===== src/rtl/sumador_serie_if.sv =====
// sumador_serie_if: start/busy/done handshake and operand/result bus
// of the bit-serial adder. SUMADOR_SERIE_OVF_EN adds the ovf line.
interface sumador_serie_if #(
  parameter int WIDTH = 4
);
  logic             start;
  logic [WIDTH-1:0] A;
  logic [WIDTH-1:0] B;
  logic             busy;
  logic             done;
  logic [WIDTH-1:0] suma;
  logic             C_out;
`ifdef SUMADOR_SERIE_OVF_EN
  logic             ovf;
`endif

  modport master (
    output start, A, B,
`ifdef SUMADOR_SERIE_OVF_EN
    input  ovf,
`endif
    input  busy, done, suma, C_out
  );

  modport slave (
    input  start, A, B,
`ifdef SUMADOR_SERIE_OVF_EN
    output ovf,
`endif
    output busy, done, suma, C_out
  );
endinterface


===== src/rtl/sumador_serie.sv =====
// sumador_serie: LSB-first bit-serial adder, one full-adder cell.
// SUMADOR_SERIE_OVF_EN adds a registered signed-overflow flag.
module sumador_serie #(
  parameter int WIDTH = 4
) (
  input  logic           clk,
  input  logic           rst_n,
  sumador_serie_if.slave bus
);
  localparam int CW = (WIDTH > 1) ? $clog2(WIDTH) : 1;

  typedef enum logic [1:0] {
    REPOSO = 2'd0,
    SUMA   = 2'd1,
    FIN    = 2'd2
  } state_t;

  state_t           state;
  state_t           next;
  logic [WIDTH-1:0] reg_a;
  logic [WIDTH-1:0] reg_b;
  logic [WIDTH-1:0] acc;
  logic [CW-1:0]    cnt;
  logic             carry;
  logic             last;
  logic             load;
  logic             step;
  logic             fin;
  logic             s;
  logic             c_next;
  logic             busy_q;
  logic             done_q;
  logic [WIDTH-1:0] suma_q;
  logic             c_out_q;
`ifdef SUMADOR_SERIE_OVF_EN
  logic             c_msb;
  logic             ovf_q;
`endif

  assign last   = (cnt == CW'(WIDTH - 1));
  assign s      = reg_a[0] ^ reg_b[0] ^ carry;
  assign c_next = (reg_a[0] & reg_b[0])
                | (reg_a[0] & carry)
                | (reg_b[0] & carry);

  // state register
  always_ff @(posedge clk or negedge rst_n) begin
    if (!rst_n) state <= REPOSO;
    else        state <= next;
  end

  // next-state logic
  always_comb begin
    next = state;
    unique case (state)
      REPOSO:  if (bus.start) next = SUMA;
      SUMA:    if (last) next = FIN;
      FIN:     next = REPOSO;
      default: next = REPOSO;
    endcase
  end

  // per-state datapath strobes
  always_comb begin
    load = 1'b0;
    step = 1'b0;
    fin  = 1'b0;
    unique case (state)
      REPOSO:  load = bus.start;
      SUMA:    step = 1'b1;
      FIN:     fin  = 1'b1;
      default: ;
    endcase
  end

  // operand shifters, carry flop, bit counter and accumulator
  always_ff @(posedge clk or negedge rst_n) begin
    if (!rst_n) begin
      reg_a <= '0;
      reg_b <= '0;
      acc   <= '0;
      cnt   <= '0;
      carry <= 1'b0;
    end else if (load) begin
      reg_a <= bus.A;
      reg_b <= bus.B;
      acc   <= '0;
      cnt   <= '0;
      carry <= 1'b0;
    end else if (step) begin
      reg_a <= reg_a >> 1;
      reg_b <= reg_b >> 1;
      acc   <= {s, acc[WIDTH-1:1]};
      cnt   <= cnt + 1'b1;
      carry <= c_next;
    end
  end

`ifdef SUMADOR_SERIE_OVF_EN
  // carry entering the MSB, kept for the overflow flag
  always_ff @(posedge clk or negedge rst_n) begin
    if (!rst_n)            c_msb <= 1'b0;
    else if (step && last) c_msb <= carry;
  end
`endif

  // registered handshake and result, updated once per operation
  always_ff @(posedge clk or negedge rst_n) begin
    if (!rst_n) begin
      busy_q  <= 1'b0;
      done_q  <= 1'b0;
      suma_q  <= '0;
      c_out_q <= 1'b0;
`ifdef SUMADOR_SERIE_OVF_EN
      ovf_q   <= 1'b0;
`endif
    end else begin
      busy_q <= (next != REPOSO);
      done_q <= fin;
      if (fin) begin
        suma_q  <= acc;
        c_out_q <= carry;
`ifdef SUMADOR_SERIE_OVF_EN
        ovf_q   <= c_msb ^ carry;
`endif
      end
    end
  end

  assign bus.busy  = busy_q;
  assign bus.done  = done_q;
  assign bus.suma  = suma_q;
  assign bus.C_out = c_out_q;
`ifdef SUMADOR_SERIE_OVF_EN
  assign bus.ovf   = ovf_q;
`endif
endmodule

===== src/flat_wrapper.sv =====
// flat-port wrapper written by rule: the top's interface ports become plain ports
module sumador_serie_flat 
#(
  parameter int WIDTH = 4
)
  (clk, rst_n, bus_start, bus_A, bus_B, bus_busy, bus_done, bus_suma, bus_C_out);
  sumador_serie_if #(.WIDTH(WIDTH)) bus_i ();
  input  logic clk;
  input  logic rst_n;
  input wire logic [$bits(bus_i.start)-1:0] bus_start;
  input wire logic [$bits(bus_i.A)-1:0] bus_A;
  input wire logic [$bits(bus_i.B)-1:0] bus_B;
  output wire logic [$bits(bus_i.busy)-1:0] bus_busy;
  output wire logic [$bits(bus_i.done)-1:0] bus_done;
  output wire logic [$bits(bus_i.suma)-1:0] bus_suma;
  output wire logic [$bits(bus_i.C_out)-1:0] bus_C_out;
  assign bus_i.start = bus_start;
  assign bus_i.A = bus_A;
  assign bus_i.B = bus_B;
  assign bus_busy = bus_i.busy;
  assign bus_done = bus_i.done;
  assign bus_suma = bus_i.suma;
  assign bus_C_out = bus_i.C_out;
  sumador_serie #(.WIDTH(WIDTH)) u_core (.clk(clk), .rst_n(rst_n), .bus(bus_i));
endmodule

===== config.mk =====
export PLATFORM = sky130hd
export DESIGN_NAME = sumador_serie_flat
export DESIGN_NICKNAME = d
export VERILOG_FILES = /design/src/rtl/sumador_serie_if.sv /design/src/rtl/sumador_serie.sv /design/src/flat_wrapper.sv
export SDC_FILE = /design/constraint.sdc
export NUM_CORES = 1
export LEC_CHECK = 0
export ABC_CLOCK_PERIOD_IN_PS = 1060
export BUFFER_PORTS_ARGS = -buffer_cell sky130_fd_sc_hd__buf_4
export CAP_MARGIN = 20
export CORE_MARGIN = 1.5
export CORE_UTILIZATION = 28
export CTS_BUF_LIST = sky130_fd_sc_hd__clkbuf_8
export CTS_CLUSTER_DIAMETER = 120
export DETAILED_ROUTE_END_ITERATION = 7
export PLACE_DENSITY = 0.54
export SLEW_MARGIN = 20
export SYNTH_ARGS = -nofsm -noshare
export SYNTH_HDL_FRONTEND = slang
export SYNTH_SLANG_ARGS = --single-unit

===== constraint.sdc =====
create_clock -name clk -period 1.06 [get_ports clk]
set_input_delay 0.106 -clock clk [delete_from_list [all_inputs] [get_ports clk]]
set_output_delay 0.106 -clock clk [all_outputs]
set_load 0.005 [all_outputs]

# Word level (Yosys, flattened, before mapping)
# Index checks and enable logic that the tools add are counted.
# totals
reg_bits	24
wordCells	40
out_inout_bits	7
in_bits	11
# classes
add_sub_neg	1
eq_ne	3
bitwise	7
muxes	16
reduce_logical	3
# op_table
op	count
$mux 4	6
$mux 2	4
$mux 1	5
$eq 2x2->1 const B	2
$pmux 2 s2	1
$reduce_bool 2->1	2
$and 1x1->1	3
$add 2x1->2 const B	1
$eq 2x1->1 const B	1
$logic_not 2->1	1
$or 1x1->1	2
$xor 1x1->1	2

# Depth between registers and ports, before layout
# Gate-level depths: netlist of the first run.
# logic_depth
depth_word	5
mapped_depth	4
depth_no_buf	3

# Worst setup path after synthesis of the first run
# No wires, ideal clock.
# synth_timing
kind	flip-flop to flip-flop
from	register u_core.state[0]
to	register u_core.c_out_q, in the netlist u_core.bus.C_out
t_required_ps	935
period_less_slack_ps	1143
arrival_time_ps	1018
n_path_buf	2
path_slack_ps	-83
setup_ps	125
stages_incl_launch_ff	5
cell_sequence	dfrtp_1 buf_6 nand2b_4 buf_6 mux2_4
# synth_between
elab_chain_cells	2
# synth_lines
item	line	source
from (decl)	sumador_serie.sv:18	state_t state;
from (signal assigned)	sumador_serie.sv:49	else state <= next;
$eq 2x2->1	sumador_serie.sv:68	unique case (state)
$mux 1	sumador_serie.sv:68	
to (signal assigned)	sumador_serie.sv:122	c_out_q <= carry;
to (decl)	sumador_serie.sv:34	logic c_out_q;
# Every way passes these cells.
# A chain may end at the register's enable or synchronous reset.

# Worst setup path in the final report of the first run
# layout_timing
from	register u_core.state[1]
to	register u_core.reg_a[3]
# layout_between
elab_chain_cells	3
elab_cells_between_ends	6
classes_between	eq/ne: 1; mux: 3; reduce/logical: 2
# layout_lines
item	line	source
$eq 2x1->1 or $logic_not 2->1 (tied branches)	sumador_serie.sv:68	
$mux 1	sumador_serie.sv:68	
$reduce_bool 2->1 (no line) or $mux 4 (tied branches)	--	
to (signal assigned)	sumador_serie.sv:85	reg_a <= bus.A;
to (signal assigned)	sumador_serie.sv:91	reg_a <= reg_a >> 1;
to (decl)	sumador_serie.sv:20	logic [WIDTH-1:0] reg_a;
# Parallel ways exist; a longest one is shown, timed or not.

==> summary.md, run 1 <==
| Metric | Value |
|---|---|
| Status | `complete, but fails checks` |
| Failing checks | `negative setup slack` |
| Vias in the first global route | `668` |
| Gate Count Post-Synth | `82` |
| DP HPWL | `1.26 mm` |
| FF-to-FF Start | `u_core.state[1]$_DFF_PN0_` |
| Die H | `66.6 um` |
| Fraction of layout cells with a size suffix above 1 | `55.6%` |
| Sequential share of the synthesized area | `53.0%` |
| WHS Endpoint | `u_core.reg_b[3]$_DFFE_PN0P_` |
| CP endpoint kind | `register` |
| Worst-path maximum fanout | `13` |
| Post-Place Cells | `147` |
| Die Width | `66.6 um` |
| Setup crit start kind | `register` |
| MaxCap Viol Count | `0` |
| Port-buffer cells | `17` |
| Actual slew at the worst max-slew pin | `0.317 ns` |
| Iter 0 DRT Violations | `23` |
| Worst Hold Launch | `bus_B[3]` |
| DR vias | `714` |
| Worst reg-to-reg path cell count | `3` |
| Critical Path Slowest Stage Cell | `dfrtp_2` |
| Routed wire per std cell | `13.3 um` |
| FILL cells | `361` |
| Post-route setup slack | `-0.0719 ns` |
| Die area | `4430 um2` |
| Worst IR Drop VDD | `0.922 mV` |
| Final slew viol count | `0` |
| Post-synthesis simple-gate area fraction | `15.0%` |
| CP delay by family, top | `flip-flops` |
| First-pass detailed-route iteration total | `2` |
| Largest net degree at the start of global routing | `25` |
| Cell Rows | `22` |
| Critical path data required time | `1.22 ns` |
| DP Area | `1330 um2` |
| I/O pin count | `18` |
| Critical Path, Cell by Cell | `o21bai_4, buf_12, a22o_1` |
| CTS HTree Levels | `1` |
| Hold Crit Class | `in2reg` |
| Core region area | `3770 um2` |
| Mux cell area share after synthesis | `7.62%` |
| Main combinational cell family by area after synthesis | `simple AND/OR/NAND/NOR gates` |
| DRC | `0` |
| XOR/XNOR Fraction of Synth Area | `0%` |
| FF+latch count, synth | `24` |
| CTS Sinks | `24` |
| Arrival @ worst endpoint | `1.29 ns` |
| Pre-CTS setup slack | `-0.120 ns` |
| Worst-Skew Late Latency | `0.27 ns` |
| RSZ-0062 raised after global routing | `true` |
| Hold depth | `2` |
| R2R Path End | `u_core.reg_a[3]$_DFFE_PN0P_` |
| Synth unique cells | `21` |
| Final hold vios | `0` |
| Total negative slack | `-0.745 ns` |
| RePlAce Congestion | `0.686` |
| WS Path Type | `reg2reg` |
| Post-Synth Adder-Cell Area | `2.87%` |
| Synthesized area per cell | `13.8 um2` |
| Synth Area in Compound Gates | `13.6%` |
| Finished Layout Cells | `156` |
| WP buf/inv | `1` |
| Initial Utilization | `30.0%` |
| Mapped cell area | `1130 um2` |
| Ant diodes | `0` |
| Fin crit share | `107%` |
| Overflow after GRT | `0` |
| Pwr/cell area | `2840 nW/um2` |
| Synthesized Nets | `95` |
| Clock transition at path regs | `0.08 ns` |
| Min cycle time layout | `1.13 ns` |
| First-pass GRT wire length | `3.17 mm` |
| Final hold slack | `0.0481 ns` |
| CTS tree | `done` |
| DR vias/cell | `4.58` |
| Slew headroom | `78.9%` |
| Clock tree buffer depth | `2` |
| Crit path largest cell delay | `0.45 ns` |
| Setup violations, final | `17` |
| Num CTS Buffers | `3` |
| Nets | `122` |
| Post-DRT Antenna Nets | `0` |
| R2R setup slack | `-0.07 ns` |
| GRT Util Overall | `9.81%` |
| Lkg Pwr | `0.732 nW` |
| Area grow syn2layout | `38.3%` |
| Clock skew | `0.00226 ns` |
| Post-route cell area | `1570 um2` |
| Initial antenna violation count | `0` |
| Yosys warnings | `0` |
| Root buffer cell | `clkbuf_8` |
| WL final | `2.07 mm` |
| Maximum clock frequency | `0.883 GHz` |
## worst reg2reg max path: stages, from the launching register on
cell      delay, ns
dfrtp_2        0.45
o21bai_4       0.20
buf_12         0.16
a22o_1         0.22
## stage by stage
stage / util (%) / total power, mW
after floorplan: - / 2.78
after detailed placement: 35.1 / 3.23
after global routing: 41.5 / 4.75
after CTS: 38.7 / 4.22
after global placement: 35.1 / 3.18
final: 41.5 / 4.45
## per-layer routing
layer / vias up / track usage [%] / wire (um)
met5: - / 0 / 0
met4: 0 / 3.06 / 19
met3: 2 / 4.39 / 130
met2: 20 / 14.9 / 990
met1: 351 / 12.5 / 929
li1: 341 / - / -
## cells in the mapped netlist
| cell | instances | area, um2 |
|---|---|---|
| nand2b_4 | 1 | 13.8 |
| and2b_1 | 1 | 7.51 |
| a211oi_1 | 3 | 22.5 |
| inv_1 | 9 | 33.8 |
| dfrtp_1 | 24 | 601 |
| mux2_2 | 1 | 11.3 |
| nor3b_1 | 7 | 52.6 |
| buf_6 | 4 | 45.0 |
| and2_1 | 1 | 6.26 |
| fa_1 | 1 | 20.0 |
| o2bb2ai_1 | 2 | 17.5 |
| a21oi_1 | 1 | 5.00 |
| o21bai_4 | 1 | 18.8 |
| nor4b_2 | 3 | 45.0 |
| buf_2 | 2 | 10.0 |
| ha_1 | 1 | 12.5 |
| mux2_4 | 5 | 75.1 |
| nor4b_1 | 3 | 26.3 |
| a22o_1 | 6 | 52.6 |
| nand2b_1 | 3 | 18.8 |
| a211oi_2 | 3 | 37.5 |
## flip-flops by register name, summed over array words and instances (netlist names)
signal	cells
u_core.acc	4
u_core.bus.busy	1
u_core.reg_a	4
u_core.reg_b	4
u_core.bus.C_out	1
u_core.cnt	2
u_core.carry	1
u_core.state	2
u_core.bus.done	1
u_core.bus.suma	4
## cells by family (layout without fill, tap and decap cells)
| group | Yosys count | count (layout) |
|---|---|---|
| flops | 24 | 24 |
| buf+inv | 15 | 41 |
| fa+ha+maj | 2 | 2 |
| simple gates | 19 | 19 |
| compound gates | 16 | 16 |
| mux | 6 | 6 |
## timing repair
item	4_1_cts	5_1_grt
hold endpoints to repair	24	0
setup buffers	2	2
pin swaps	1	2
gates resized for setup	7	18
cloned	0	0
endpoints found under the setup margin	21	20
hold buffers	1	0
## how the worst max path moves through the flow
stage | cells after the start | end | slack (ns) | from
2_1_floorplan | 4 | u_core.bus.C_out$_DFFE_PN0P_ | -0.08 | u_core.state[0]$_DFF_PN0_
3_3_place_gp | 3 | u_core.reg_a[1]$_DFFE_PN0P_ | -0.09 | u_core.state[1]$_DFF_PN0_
3_5_place_dp | 3 | u_core.reg_a[1]$_DFFE_PN0P_ | -0.12 | u_core.state[0]$_DFF_PN0_
4_1_cts | 3 | u_core.bus.C_out$_DFFE_PN0P_ | -0.07 | u_core.state[1]$_DFF_PN0_
5_1_grt | 3 | u_core.reg_a[3]$_DFFE_PN0P_ | -0.1 | u_core.state[1]$_DFF_PN0_
6_report | 3 | u_core.reg_a[3]$_DFFE_PN0P_ | -0.07 | u_core.state[1]$_DFF_PN0_
## report_power, final
| group | switching, mW | internal (mW) |
|---|---|---|
| Sequential | 0.281 | 1.33 |
| Combinational | 0.844 | 1.19 |
| Clock | 0.294 | 0.505 |
## cell usage in the layout (no fill, tap or decap), drive strengths merged
| cell | count |
|---|---|
| a21oi | 1 |
| nand2b | 4 |
| o2bb2ai | 2 |
| bufinv | 1 |
| a22o | 6 |
| inv | 9 |
| nor4b | 6 |
| clkbuf | 3 |
| and2b | 1 |
| buf | 27 |
| dfrtp | 24 |
| and2 | 1 |
| nor3b | 7 |
| fa | 1 |
| dlygate4sd3 | 1 |
| mux2 | 6 |
| ha | 1 |
| o21bai | 1 |
| a211oi | 6 |
## cell type report
type / instances / area, um2 / area share (%)
Sequential cell: 24 / 603 / 38.5
Multi-Input combinational cell: 43 / 554 / 35.4
Timing Repair Buffer: 28 / 244 / 15.6
Tap cell: 48 / 60.1 / 3.83
Clock buffer: 3 / 41.3 / 2.64
Inverter: 9 / 33.8 / 2.16
Clock inverter: 1 / 30.0 / 1.92
Power figures use the tool's default switching activity.
==> run 2: changes to the inputs <==
- REMOVE_ABC_BUFFERS: unset -> 1
- SKIP_CTS_REPAIR_TIMING: unset -> 1
==> run 2 against run 1 <==
  * Global-route usage about the same
  * Clock skew up 0.0012 ns
  * Largest power group unchanged
  * The run still ends with negative setup slack left
  * Utilization shrank 1.4 points
  * Largest cell class unchanged
==> summary.md, run 2 (same netlist as run 1, synthesis figures left out) <==
| Metric | Value |
|---|---|
| FILL cells | `357 (-1.1%)` |
| CP endpoint kind | `register` |
| Area grow syn2layout | `33.8%` |
| R2R setup slack | `-0.08 ns (about the same)` |
| Pwr/cell area | `2840 nW/um2 (about the same)` |
| CTS tree | `done` |
| Die Width | `66.6 um (unchanged)` |
| Routed wire per std cell | `12.7 um (-4.6%)` |
| Num CTS Buffers | `3 (unchanged)` |
| Initial Utilization | `30.0% (unchanged)` |
| Clock transition at path regs | `0.08 ns (about the same)` |
| Worst IR Drop VDD | `1.04 mV (+13%)` |
| Part of the power in registers | `37.4% (+1.1 points)` |
| Maximum clock frequency | `0.880 GHz (-0.35%)` |
| Layout Utilization | `40.2% (-1.4 points)` |
| CP Launch Point | `u_core.state[1]$_DFF_PN0_` |
| Final Power | `4.30 mW (-3.3%)` |
| Cell Int Power | `2.95 mW (-2.7%)` |
| WS Path Type | `reg2reg` |
| Commonest cells after routing, fill and taps aside | `buf_4, dfrtp_1, inv_1` |
| Ant diodes | `0 (unchanged)` |
| Post-DRT Antenna Nets | `0 (unchanged)` |
| Lkg Pwr | `0.712 nW (-2.8%)` |
| Critical Path, Cell by Cell | `buf_12, nand2b_4, mux2_4` |
| Critical Path Slowest Stage Cell | `dfrtp_2` |
| Final hold vios | `0 (unchanged)` |
| Crit path largest cell delay | `0.46 ns (about the same)` |
| Reg area | `603 um2 (unchanged)` |
| CTS HTree Levels | `1 (unchanged)` |
| Initial antenna violation count | `0 (unchanged)` |
| DR vias | `711 (-0.42%)` |
| Worst Hold Launch | `bus_B[3]` |
| Failing checks | `negative setup slack` |
| WL final | `1.99 mm (-4.0%)` |
| Setup crit start kind | `register` |
| Port-buffer cells | `17 (unchanged)` |
| Post-route setup slack | `-0.0759 ns (-0.00397 ns)` |
| Switching component of the power | `1.36 mW (-4.4%)` |
| DR vias/cell | `4.53 (-1.1%)` |
| Clock share of power | `18.5% (+0.5 points)` |
| Largest net degree at the start of global routing | `25 (unchanged)` |
| MaxCap Viol Count | `0 (unchanged)` |
| First-pass GRT wire length | `3.30 mm (+3.9%)` |
| Status | `complete, but fails checks` |
| FF-to-FF Start | `u_core.state[1]$_DFF_PN0_` |
| Fin crit share | `107% (+0.37 points)` |
| Critical path data required time | `1.22 ns (about the same)` |
| RePlAce Congestion | `0.675 (-1.6%)` |
| Final hold slack | `0.0509 ns (+0.00285 ns)` |
| Worst-path maximum fanout | `6 (-7)` |
| Combinational power share | `44.1% (-1.6 points)` |
| Min cycle time layout | `1.14 ns (+0.00397 ns)` |
| Area of the multi-input gates | `514 um2 (-7.2%)` |
| RSZ-0062 raised after global routing | `true` |
| Fraction of layout cells with a size suffix above 1 | `51.4% (-4.2 points)` |
| Final slew viol count | `0 (unchanged)` |
| Post-route cell area | `1520 um2 (-3.3%)` |
| GRT Util Overall | `9.84% (+0.029 points)` |
| Overflow after GRT | `0 (unchanged)` |
| I/O pin count | `18 (unchanged)` |
| Root buffer cell | `clkbuf_8` |
| Nets | `123 (+0.82%)` |
| Clock tree buffer depth | `2 (unchanged)` |
| Iter 0 DRT Violations | `26 (+13%)` |
| Core region area | `3770 um2 (unchanged)` |
| Arrival @ worst endpoint | `1.29 ns (about the same)` |
| DP HPWL | `1.27 mm (+0.97%)` |
| CTS Sinks | `24 (unchanged)` |
| Worst-Skew Late Latency | `0.27 ns (about the same)` |
| Clock skew | `0.00348 ns (+0.00122 ns)` |
| Cell Rows | `22 (unchanged)` |
| Vias in the first global route | `728 (+9.0%)` |
| Die H | `66.6 um (unchanged)` |
| Actual slew at the worst max-slew pin | `0.415 ns (+0.0986 ns)` |
| Setup violations, final | `19 (+2)` |
| Slew headroom | `72.3% (-6.6 points)` |
| DRC | `0 (unchanged)` |
| Hold Crit Class | `in2reg` |
| Most common cell after layout, fill and taps aside | `buf_4` |
| DP Area | `1330 um2 (unchanged)` |
| Die area | `4430 um2 (unchanged)` |
| Switch share | `31.5% (-0.36 points)` |
| First-pass detailed-route iteration total | `4 (+2)` |
## run 2: worst paths after layout
check                                                 endpoint  cells past startpoint
worst max register to register  u_core.bus.suma[2]$_DFFE_PN0P_                      3
worst min-delay path               u_core.reg_b[3]$_DFFE_PN0P_                      2
worst max-delay path            u_core.bus.suma[2]$_DFFE_PN0P_                      3
worst min register to register     u_core.reg_a[3]$_DFFE_PN0P_                      1
max in group asynchronous            u_core.state[0]$_DFF_PN0_                      2
min in group asynchronous          u_core.reg_b[3]$_DFFE_PN0P_                      2
## run 2: cell type report
class                      count  area share, %
inverter                       9           2.23
multi-input combinational     44           33.9
timing repair buffer          28           15.4
clock buffer                   3           2.73
sequential                    24           39.8
tap                           48           3.96
clock inverter                 1           1.98
## run 2: critical path, delay by kind of cell (launching register included)
kind / cells / cell delay [ns]
flip-flops: 1 / 0.46
multiplexers: 1 / 0.31
buffers and inverters: 1 / 0.14
AND/OR/NAND/NOR: 1 / 0.12
## run 2: metal layers
metal | GRT usage [%] | wire length (um) | vias to the layer above | part of all wire [%]
li1 | - | - | 343 | -
met1 | 12.8 | 936 | 347 | 47
met2 | 15.3 | 933 | 19 | 47
met3 | 4.05 | 106 | 2 | 5.3
met4 | 2.30 | 10 | 0 | 0.50
met5 | 0 | 0 | - | 0
## run 2: stage by stage
stage               TNS (ns)  worst slack [ns]  std cells
floorplan              -3.70            -0.245         76
global placement      -0.984           -0.0901        149
detailed placement     -1.56            -0.119        149
CTS                    -1.89            -0.142        153
global route           -1.60            -0.116        157
finish                -0.728           -0.0759        157
## run 2: power by group through the flow
stage / clock network, mW / registers (mW) / logic [mW]
finish: 0.797 / 1.61 / 1.90
floorplan: 0 / 1.64 / 0.966
detailed placement: 0 / 1.60 / 1.66
global placement: 0 / 1.58 / 1.62
global route: 0.866 / 1.67 / 2.11
CTS: 0.830 / 1.59 / 1.67
==> run 3: changes to the inputs <==
- PLACE_DENSITY: 0.54 -> 0.47
==> run 3 against run 2 <==
  * The flow still finishes with violations (negative setup slack)
  * Critical path depth unchanged
  * Critical path type unchanged
  * Die area stayed put
  * Sequential power barely moved
  * Register-to-register slack is essentially flat
  * Power up 2.0%
  * Cell count unchanged
  * Clock power is essentially flat
==> summary.md, run 3 (same netlist as run 1, synthesis figures left out) <==
| Metric | Value |
|---|---|
| Status | `complete, but fails checks` |
| Failing checks | `negative setup slack` |
| Nets | `123 (unchanged)` |
| Clock transition at path regs | `0.08 ns (about the same)` |
| Critical path data required time | `1.22 ns (about the same)` |
| First-pass GRT wire length | `3.30 mm (unchanged)` |
| Final slew viol count | `0 (unchanged)` |
| FF-to-FF Start | `u_core.state[1]$_DFF_PN0_` |
| Die area | `4430 um2 (unchanged)` |
| Hold Crit Class | `in2reg` |
| Pre-CTS setup slack | `-0.117 ns (+0.00256 ns)` |
| Worst IR Drop VDD | `1.70 mV (+63%)` |
| Worst Hold Launch | `bus_B[3]` |
| CP Launch Point | `u_core.state[1]$_DFF_PN0_` |
| Final Power | `4.39 mW (+2.0%)` |
| Num CTS Buffers | `3 (unchanged)` |
| Overflow after GRT | `0 (unchanged)` |
| Fin crit share | `106% (-1.3 points)` |
| CTS tree | `done` |
| Largest net degree at the start of global routing | `25 (unchanged)` |
| Setup violations, final | `19 (unchanged)` |
| Hold depth | `2 (unchanged)` |
| Setup crit start kind | `register` |
| Die H | `66.6 um (unchanged)` |
| WS Path Type | `reg2reg` |
| Clock skew | `0.000680 ns (-0.00280 ns)` |
| Clock tree buffer depth | `2 (unchanged)` |
| R2R setup slack | `-0.06 ns (about the same)` |
| Arrival @ worst endpoint | `1.28 ns (about the same)` |
| GRT Util Overall | `10.2% (+0.37 points)` |
| MaxCap Viol Count | `0 (unchanged)` |
| Actual slew at the worst max-slew pin | `0.306 ns (-0.110 ns)` |
| Initial Utilization | `30.0% (unchanged)` |
| DR vias/cell | `4.68 (+3.2%)` |
| Commonest cells after routing, fill and taps aside | `buf_4, dfrtp_1, inv_1, a22o_1, nor3b_1` |
| DRC | `0 (unchanged)` |
| Cell Rows | `22 (unchanged)` |
| Post-DRT Antenna Nets | `0 (unchanged)` |
| Core region area | `3770 um2 (unchanged)` |
| Routed wire per std cell | `13.2 um (+4.1%)` |
| Initial antenna violation count | `0 (unchanged)` |
| Port-buffer cells | `17 (unchanged)` |
| Iter 0 DRT Violations | `12 (-54%)` |
| CTS HTree Levels | `1 (unchanged)` |
| Final hold vios | `0 (unchanged)` |
| Pwr/cell area | `2870 nW/um2 (+1.2%)` |
| Worst-Skew Late Latency | `0.27 ns (about the same)` |
| Lkg Pwr | `0.714 nW (+0.39%)` |
| Vias in the first global route | `683 (-6.2%)` |
| Area grow syn2layout | `34.9%` |
| DP HPWL | `1.39 mm (+9.1%)` |
| Worst-path maximum fanout | `7 (+1)` |
| Final hold slack | `0.0499 ns (-0.000987 ns)` |
| First-pass detailed-route iteration total | `2 (-2)` |
| RSZ-0062 raised after global routing | `true` |
| WL final | `2.07 mm (+4.1%)` |
| Post-route setup slack | `-0.0624 ns (+0.0135 ns)` |
| Fraction of layout cells with a size suffix above 1 | `52.3% (+0.92 points)` |
| Maximum clock frequency | `0.891 GHz (+1.2%)` |
| Total negative slack | `-0.582 ns (+0.146 ns)` |
| Die Width | `66.6 um (unchanged)` |
| I/O pin count | `18 (unchanged)` |
| DR vias | `734 (+3.2%)` |
| CTS Sinks | `24 (unchanged)` |
| Min cycle time layout | `1.12 ns (-0.0135 ns)` |
| Root buffer cell | `clkbuf_8` |
| Ant diodes | `0 (unchanged)` |
| Worst reg-to-reg path cell count | `3 (unchanged)` |
| Slew headroom | `79.6% (+7.3 points)` |
| RePlAce Congestion | `0.722 (+7.0%)` |
| CP endpoint kind | `register` |
## run 3: stage by stage
stage                     utilization, %  area (um2)  cells
after floorplan                        -        1080     76
after global placement              35.9        1350    151
after detailed placement            35.9        1350    151
after CTS                           37.8        1420    155
after global routing                40.5        1530    157
final                               40.5        1530    157
## run 3: worst max-delay path, cell delays in order, from the launching register on
cell	delay, ns
dfrtp_1	0.43
o21bai_4	0.21
buf_6	0.15
a22o_1	0.23
## run 3: cell type report
class,instances,area [um2]
tap,48,60.1
clock buffer,3,41.3
fill,350,2240
clock inverter,1,30.0
multi-input combinational,43,513
timing repair buffer,29,248
inverter,9,33.8
sequential,24,602
## run 3: path summary, 6_finish.rpt
kind	to
worst max-delay path	u_core.reg_a[3]$_DFFE_PN0P_
worst min-delay path	u_core.reg_b[3]$_DFFE_PN0P_
worst max register to register	u_core.reg_a[3]$_DFFE_PN0P_
worst min register to register	u_core.acc[0]$_DFFE_PN0P_
max in group asynchronous	u_core.state[0]$_DFF_PN0_
min in group asynchronous	u_core.bus.busy$_DFF_PN0_
## run 3: routing by layer
metal  global-route usage [%]  vias up  share of wire (%)
met5                        0        -                  0
met4                     3.06        0               0.82
met3                     4.05        2                5.8
met2                     16.5       19                 49
met1                     12.5      371                 45
li1                         -      342                  -
## run 3: report_power, final
part | leakage (nW) | switching, mW | internal [mW]
logic | 0.383 | 0.820 | 1.16
clock network | 0.0357 | 0.295 | 0.505
registers | 0.296 | 0.278 | 1.33
total | 0.714 | 1.39 | 3.00
